===== src/rtl/counter_bank_sched.sv =====
// Round-robin scheduler over four WIDTH-bit counters sharing one increment path.
// A winner gets a non-preemptive burst of BURST increments, followed by a
// one-cycle DONE state before the next arbitration.
module counter_bank_sched #(
  parameter int WIDTH = 4,
  parameter int BURST = 4
) (
  input  logic             clk,
  input  logic             rst,
  input  logic [3:0]       req,
  input  logic [3:0]       clr,
  output logic [3:0]       grant,
  output logic             busy,
  output logic             done,
  output logic [3:0]       wrap,
  output logic [WIDTH-1:0] q0,
  output logic [WIDTH-1:0] q1,
  output logic [WIDTH-1:0] q2,
  output logic [WIDTH-1:0] q3
);

  typedef enum logic [1:0] {IDLE, RUN, DONE} state_t;

  state_t           state_reg, state_next;
  logic [7:0]       remaining_reg, remaining_next;
  logic [1:0]       ptr_reg, ptr_next;
  logic [3:0]       grant_reg, grant_next;
  logic [1:0]       winner;
  logic [1:0]       cand;
  logic             found;
  logic             inc_en;
  logic [WIDTH-1:0] q_all [4];
  logic [3:0]       wrap_all;

  // Rotating-priority scan: the channel just after the last winner is checked first
  always_comb begin
    winner = 2'd0;
    cand   = 2'd0;
    found  = 1'b0;
    for (int o = 1; o <= 4; o++) begin
      cand = ptr_reg + o[1:0];
      if (!found && req[cand]) begin
        winner = cand;
        found  = 1'b1;
      end
    end
  end

  // Scheduler state register
  always_ff @(posedge clk or posedge rst) begin
    if (rst) begin
      state_reg     <= IDLE;
      remaining_reg <= 8'd0;
      ptr_reg       <= 2'd3;
      grant_reg     <= 4'b0000;
    end else begin
      state_reg     <= state_next;
      remaining_reg <= remaining_next;
      ptr_reg       <= ptr_next;
      grant_reg     <= grant_next;
    end
  end

  // Next-state logic: arbitrate in IDLE, count down the burst in RUN, release after DONE
  always_comb begin
    state_next     = state_reg;
    remaining_next = remaining_reg;
    ptr_next       = ptr_reg;
    grant_next     = grant_reg;
    case (state_reg)
      IDLE: begin
        grant_next = 4'b0000;
        if (found) begin
          grant_next     = 4'b0001 << winner;
          ptr_next       = winner;
          remaining_next = 8'(BURST);
          state_next     = RUN;
        end
      end
      RUN: begin
        remaining_next = remaining_reg - 8'd1;
        if (remaining_reg == 8'd1) begin
          state_next = DONE;
        end
      end
      DONE: begin
        state_next = IDLE;
        grant_next = 4'b0000;
      end
      default: begin
        state_next = IDLE;
        grant_next = 4'b0000;
      end
    endcase
  end

  // The shared increment path is live only while a burst is running
  assign inc_en = (state_reg == RUN);

  genvar gi;
  generate
    for (gi = 0; gi < 4; gi++) begin : g_chan
      logic [WIDTH-1:0] cnt_reg;
      logic             wrap_reg;

      // Per-channel counter: a clear beats a same-cycle increment, which is then lost
      always_ff @(posedge clk or posedge rst) begin
        if (rst) begin
          cnt_reg  <= '0;
          wrap_reg <= 1'b0;
        end else if (clr[gi]) begin
          cnt_reg  <= '0;
          wrap_reg <= 1'b0;
        end else if (inc_en && grant_reg[gi]) begin
          cnt_reg <= cnt_reg + WIDTH'(1);
          if (&cnt_reg) begin
            wrap_reg <= 1'b1;
          end
        end
      end

      assign q_all[gi]    = cnt_reg;
      assign wrap_all[gi] = wrap_reg;
    end
  endgenerate

  assign grant = grant_reg;
  assign busy  = (state_reg != IDLE);
  assign done  = (state_reg == DONE);
  assign wrap  = wrap_all;
  assign q0    = q_all[0];
  assign q1    = q_all[1];
  assign q2    = q_all[2];
  assign q3    = q_all[3];

endmodule


===== config.mk =====
export PLATFORM = sky130hd
export DESIGN_NAME = counter_bank_sched
export DESIGN_NICKNAME = d
export VERILOG_FILES = /design/src/rtl/counter_bank_sched.sv
export SDC_FILE = /design/constraint.sdc
export NUM_CORES = 1
export LEC_CHECK = 0
export CORE_AREA = 3 3 75 77
export CTS_BUF_LIST = sky130_fd_sc_hd__clkbuf_16
export DETAILED_ROUTE_END_ITERATION = 8
export DIE_AREA = 0 0 78 80
export REMOVE_ABC_BUFFERS = 1
export SKIP_CTS_REPAIR_TIMING = 1
export SKIP_LAST_GASP = 1
export SYNTH_ARGS = -nofsm -noshare
export SYNTH_HDL_FRONTEND = slang
export SYNTH_SLANG_ARGS = --single-unit

===== constraint.sdc =====
create_clock -name clk -period 1.55 [get_ports clk]
set_input_delay 0.31 -clock clk [delete_from_list [all_inputs] [get_ports clk]]
set_output_delay 0.31 -clock clk [all_outputs]
set_load 0.005 [all_outputs]

# Yosys cells after proc, flatten, opt, wreduce, memory -nomap -nowiden
# Cells that the tools add are included.
[classes] order_cmp=4 muxes=43 reduce_logical=32 n_eq_ne=5 n_shift=1 n_addsub=8
[ops] op="$mux W4" n=9
[ops] op="$mux W1" n=20
[ops] op="$reduce_bool A2 Y1" n=10
[ops] op="$add A4 B1 Y4 const B" n=4
[ops] op="$pmux W8 S2" n=1
[ops] op="$reduce_and A4 Y1" n=4
[ops] op="$reduce_and A2 Y1" n=7
[ops] op="$lt A2 B3 Y1 const B" n=4
[ops] op="$mux W2" n=6
[ops] op="$bmux W1 S2" n=4
[ops] op="$eq A8 B1 Y1 const B" n=1
[ops] op="$mux W8" n=1
[ops] op="$pmux W4 S2" n=1
[ops] op="$sub A8 B1 Y8 const B" n=1
[ops] op="$logic_and A1 B1 Y1" n=7
[ops] op="$add A2 B2 Y2 const B" n=2
[ops] op="$pmux W2 S2" n=1
[ops] op="$shl A1 B2 Y4 const A" n=1
[ops] op="$logic_not A1 Y1" n=3
[ops] op="$add A2 B1 Y2 const B" n=1
[ops] op="$eq A2 B1 Y1 const B" n=1
[ops] op="$eq A2 B2 Y1 const B" n=1
[ops] op="$logic_not A2 Y1" n=1
[ops] op="$ne A2 B1 Y1 const B" n=1
[ops] op="$ne A2 B2 Y1 const B" n=1
[word_totals] wordCells=105 out_inout_bits=26 regBits=36 input_bits=10

# Logic depth before layout (Yosys ltp)
[depth] word_depth=16 depth_mapped=6 depth_no_buf=6

# Worst setup path before layout
# No wires, ideal clock.
[synth_path] path_kind="input port to flip-flop" from="input port req[2]" to="register grant_reg[1], in the netlist grant[1]" required_ns=1.416 slack_ns=0.168 cell_stages=5 path_buffers=1 arrival_time_ns=1.248 setup_time_ns=0.134 cell_sequence="or4_4 and2_1 buf_6 nand2_1 o21ai_1"
[synth_between] elab_chain_cells=15 word_cells_on_any_way=25 classes_between="1 x shift; 18 x mux; 6 x reduce/logical"
[synth_lines] item="start, declared" line_no="10" rtl="input logic [3:0] req,"
[synth_lines] item="$bmux W1 S2" line_no="42" rtl="if (!found && req[cand]) begin"
[synth_lines] item="$mux W1 (not written as such)" line_no="42"
[synth_lines] item="$mux W1" line_no="42"
[synth_lines] item="$logic_not A1 Y1" line_no="42"
[synth_lines] item="$logic_and A1 B1 Y1" line_no="42"
[synth_lines] item="$mux W1" line_no="42"
[synth_lines] item="$logic_not A1 Y1" line_no="42"
[synth_lines] item="$logic_and A1 B1 Y1" line_no="42"
[synth_lines] item="$mux W1" line_no="42"
[synth_lines] item="$logic_not A1 Y1" line_no="42"
[synth_lines] item="$logic_and A1 B1 Y1" line_no="42"
[synth_lines] item="$mux W2" line_no="42"
[synth_lines] item="$shl A1 B2 Y4" line_no="74" rtl="grant_next = 4'b0001 << winner;"
[synth_lines] item="$mux W4 *" line_no="73" rtl="if (found) begin"
[synth_lines] item="$pmux W4 S2 *" line_no="70" rtl="case (state_reg)"
[synth_lines] item="end signal, assigned" line_no="60" rtl="grant_reg <= grant_next;"
[synth_lines] item="end, declared" line_no="27" rtl="logic [3:0] grant_reg, grant_next;"
# Every way passes the cells marked *; elsewhere a longest branch is shown, timed or not. The select of a mux whose other input is x is not followed.
# A chain may end at the register's enable or synchronous reset.

# Worst setup path after layout
[layout_path] from="register state_reg[0]" to="output port busy"
[layout_between] elab_chain_cells=1
[layout_lines] item="start, declared" line_no="24" rtl="state_t state_reg, state_next;"
[layout_lines] item="start signal, assigned" line_no="57" rtl="state_reg <= state_next;"
[layout_lines] item="$reduce_bool A2 Y1" line_no="128" rtl="assign busy = (state_reg != IDLE);"
[layout_lines] item="end, declared" line_no="13" rtl="output logic busy,"
# No other way between the ends.

==> results by stage <==
Outcome:
- The flow ran to the end, but the final reports show violations.
- The checks that failed: negative setup slack.

Setup path:
- The beginning of the critical path is state_reg[0]$_DFFE_PP0P_.
- The type of element launching the critical path is a flop.
- The setup path with the least slack is of type flop to output port.
- The required time at the worst-slack endpoint is 1.24 ns.
- The signal arrival time at the worst endpoint is 1.36 ns.
- The startpoint identified for the worst register-to-register timing path is state_reg[1]$_DFFE_PP0P_.
- The highest fanout seen on the critical path is 7.
- The kind of end point of the critical path is an output port.

Placement:
- The sum of net half-perimeters after detailed placement is 2.460 mm.
- Routability-driven placement finished with a final weighted congestion of 0.7356.
- In this run the cell area measured after placement is 2215 sq um.
- The cell count after placement is 280.
- Port buffering added 35 buffers.

Synth:
- The number of synthesized flops with an enable pin is 0.
- The number of distinct standard cells referenced by the synthesized netlist is 34.
- The register bit count reported by yosys is 36.
- Summing the areas of all and, or, nand and nor instances in the mapped netlist gives 22.39% of the synthesized area.
- Of the total synthesized cell area, the portion taken by XOR and XNOR cells is 7.010%.
- The gate count of the mapped netlist is 174.
- By area the synthesized netlist is led by sky130_fd_sc_hd__dfrtp_1 49%, sky130_fd_sc_hd__xor2_1 5.5%, sky130_fd_sc_hd__nor2_1 4.7%.
- The fraction of post-synthesis cell area in the top cell type by area is 48.64%.
- The main combinational cell family by area after synthesis is simple AND/OR/NAND/NOR gates.
- The synthesized netlist devotes 10.30% of its cell area to compound gates.
- The biggest area consumer among synthesized cells is sky130_fd_sc_hd__dfrtp_1.
- The Yosys step of the flow raised 0 warnings.
- The arithmetic-cell share of the synthesized area counting full adders, half adders and majority gates is 4.292%.
- In this run the mean area of a mapped cell was 10.05 sq um.
- The share of synthesized flip-flops with an asynchronous set or reset is 100.0%.
- The predominant post-synthesis flop cell is sky130_fd_sc_hd__dfrtp_1.
- In this run the cell area of the synthesized design comes to 1749 sq um.
- The multiplexer fraction of the synthesized cell area is 0%.
- Summing the sequential cell areas from Yosys gives 51.65% of the chip area.

Min path:
- The type of the tightest min-delay check is primary input to async pin.

Floorplanning:
- The number of cell rows is 26.
- The die extent in y is 80 um.
- For this configuration, the core starts out at a cell density of 34.47%.
- The top-level port count is 36.
- The x dimension of the die is 78 um.
- The core footprint is 5075 sq um.
- The die area is 6240 sq um.

GRT:
- The maximum number of pins on one net before global-route repair is 37.
- The first global-routing pass estimated 6.106 mm of wire.
- The initial antenna violation count is 0.
- The via count of the first global-routing pass is 1278.
- The total overflow left after global routing is 0.
- Global routing consumed, over all layers together, 12.41% of the routing resources.

Finish:
- The finished cells cover 2500 sq um.
- The count of placed standard cells in the final layout, fillers left out is 302.
- The leading cell type in the layout, fill and taps excluded is sky130_fd_sc_hd__clkdlybuf4s50_1.
- The flip-flop count of the largest register after layout is 8.
- The area growth from synthesis to layout is 42.92%.
- The layout has 497 filler cells.
- The post-route netlist has 19.40% of its cells at a drive strength greater than 1.
- At the end of the flow, the number of nets in the layout was 247.
- Leaving out fill and tap cells, the most frequent cells in the layout are 30 x sky130_fd_sc_hd__clkdlybuf4s50_1, 29 x sky130_fd_sc_hd__dfrtp_1, 22 x sky130_fd_sc_hd__nor2_1.
- 0 antenna diodes ended up in the layout.

Routing:
- After detailed routing, the average wire length per cell comes to 12.52 um.
- The mean number of vias per cell is 4.831.
- The routed via count is 1459.
- The DRC violation count after routing is 0.
- The routed design has 3.780 mm of wire.
- The detailed router finished its first iteration with 37 violations.
- Before antenna repair, the detailed router went through 4 iterations.
- The number of routed nets with antenna violations is 0.

Clock tree:
- The clock sink total is 36.
- The number of clock buffers inserted by TritonCTS is 5.
- The maximum clock insertion buffer count is 2.
- The later pin in the worst-skew pair is clocked with a latency of 0.28 ns.
- TritonCTS built the clock tree.
- Clock-pin slew was measured on the worst setup and hold paths at 0.05 ns.
- In this run the clock root is driven by a sky130_fd_sc_hd__clkbuf_16.
- The maximum level of the CTS H-tree is 2.

Timing:
- Once routing completed, OpenROAD measured the worst setup slack at -0.1163 ns.
- The number of hold violations in the final report is 0.
- The routed design could run at a clock period as short as 1.666 ns.
- The highest clock rate is 600.1 MHz.
- The tightest slew margin relative to the limit is 76.25%.
- The count of final setup violators is 1.
- The final-layout setup total negative slack is -0.1163 ns.
- Setup repair after global routing could not meet its margin everywhere.
- The slew of the pin with the lowest slew margin is 0.3533 ns.
- The clock arrives with 0.002718 ns of skew.
- The total count of max-transition violations in the final report is 0.
- Final hold analysis gives a worst-case slack of 0.3802 ns.
- Of the available clock period, the critical path in the final layout requires 107.5%.

Flow run:
- The count of max-cap constraint violations is 0.

Pwr:
- The power density of the placed cells is 860.0 nW/um^2.
- The reported leakage power is 0.001172 uW.
- IR analysis of the VDD net gives a maximum drop of 0.0004355 V.
==> layer usage <==
| layer | share of wire [%] | track usage (%) | routed length (um) |
|---|---|---|---|
| met5 | 0 | 0 | 0 |
| met1 | 49 | 17.13 | 1861 |
| met3 | 4.9 | 4.515 | 184 |
| met4 | 1.3 | 4.720 | 51 |
| met2 | 45 | 17.64 | 1684 |
==> power by group <==
part | switching, uW | total (uW) | internal [uW]
clock network | 360 | 938 | 578
registers | 25.0 | 991 | 966
logic | 91.1 | 221 | 129
==> worst paths after layout <==
kind | depth (start not counted) | slack [ns] | endpoint
min | 3 | 0.38 | g_chan[0].wrap_reg$_DFFE_PP0P_
min reg2reg | 2 | 0.49 | g_chan[0].wrap_reg$_DFFE_PP0P_
max reg2reg | 5 | 0.06 | q3[3]$_DFFE_PP0P_
max in group asynchronous | 3 | 0.92 | ptr_reg[0]$_DFFE_PP1P_
min in group clk | 2 | 0.49 | g_chan[0].wrap_reg$_DFFE_PP0P_
max | 3 | -0.12 | busy
==> per-stage QoR <==
| stage | setup WS (ns) | total power (uW) | utilization (%) |
|---|---|---|---|
| after floorplan | 0.01335 | 1089 | - |
| after global placement | -0.3013 | 1204 | 43.64 |
| after detailed placement | -0.3375 | 1209 | 43.64 |
| after CTS | -0.1689 | 2158 | 46.33 |
| after global routing | -0.1721 | 2256 | 49.26 |
| final | -0.1163 | 2150 | 49.26 |
==> kinds of logic after synthesis <==
logic type               Yosys count
AO/OA/AOI/OAI                     31
XOR/XNOR                          14
buffers and inverters             12
adder cells (fa/ha/maj)            6
AND/OR/NAND/NOR                   75
flip-flops                        36
==> layout make-up <==
| type | count | area (sq um) | share of cell area (%) |
|---|---|---|---|
| clock buffer | 5 | 125.1 | 5.005 |
| clock inverter | 3 | 11.26 | 0.4505 |
| inverter | 5 | 18.77 | 0.7508 |
| multi-input combinational | 126 | 794.5 | 31.78 |
| sequential | 36 | 909.6 | 36.39 |
| tap | 70 | 87.58 | 3.504 |
| timing repair buffer | 57 | 553.0 | 22.12 |
==> cell usage after synthesis, drive strengths merged (2+ instances only) <==
library cell,instances
o211ai,2
nand2,15
ha,6
a21oi,8
o21ai,13
xor2,11
nor4,3
nand2b,4
a31oi,4
dfrtp,34
or3,3
xnor2,3
nor2,22
inv,5
and3,5
nor2b,2
buf,7
and2,4
dfstp,2
nand3,11
nand4,2
==> critical path, stage by stage, from the launching register on <==
cell                              delay [ns]
sky130_fd_sc_hd__dfrtp_2                0.45
sky130_fd_sc_hd__nor2_1                 0.14
sky130_fd_sc_hd__inv_1                  0.06
sky130_fd_sc_hd__clkdlybuf4s50_1        0.44
Power figures use the tool's default switching activity.
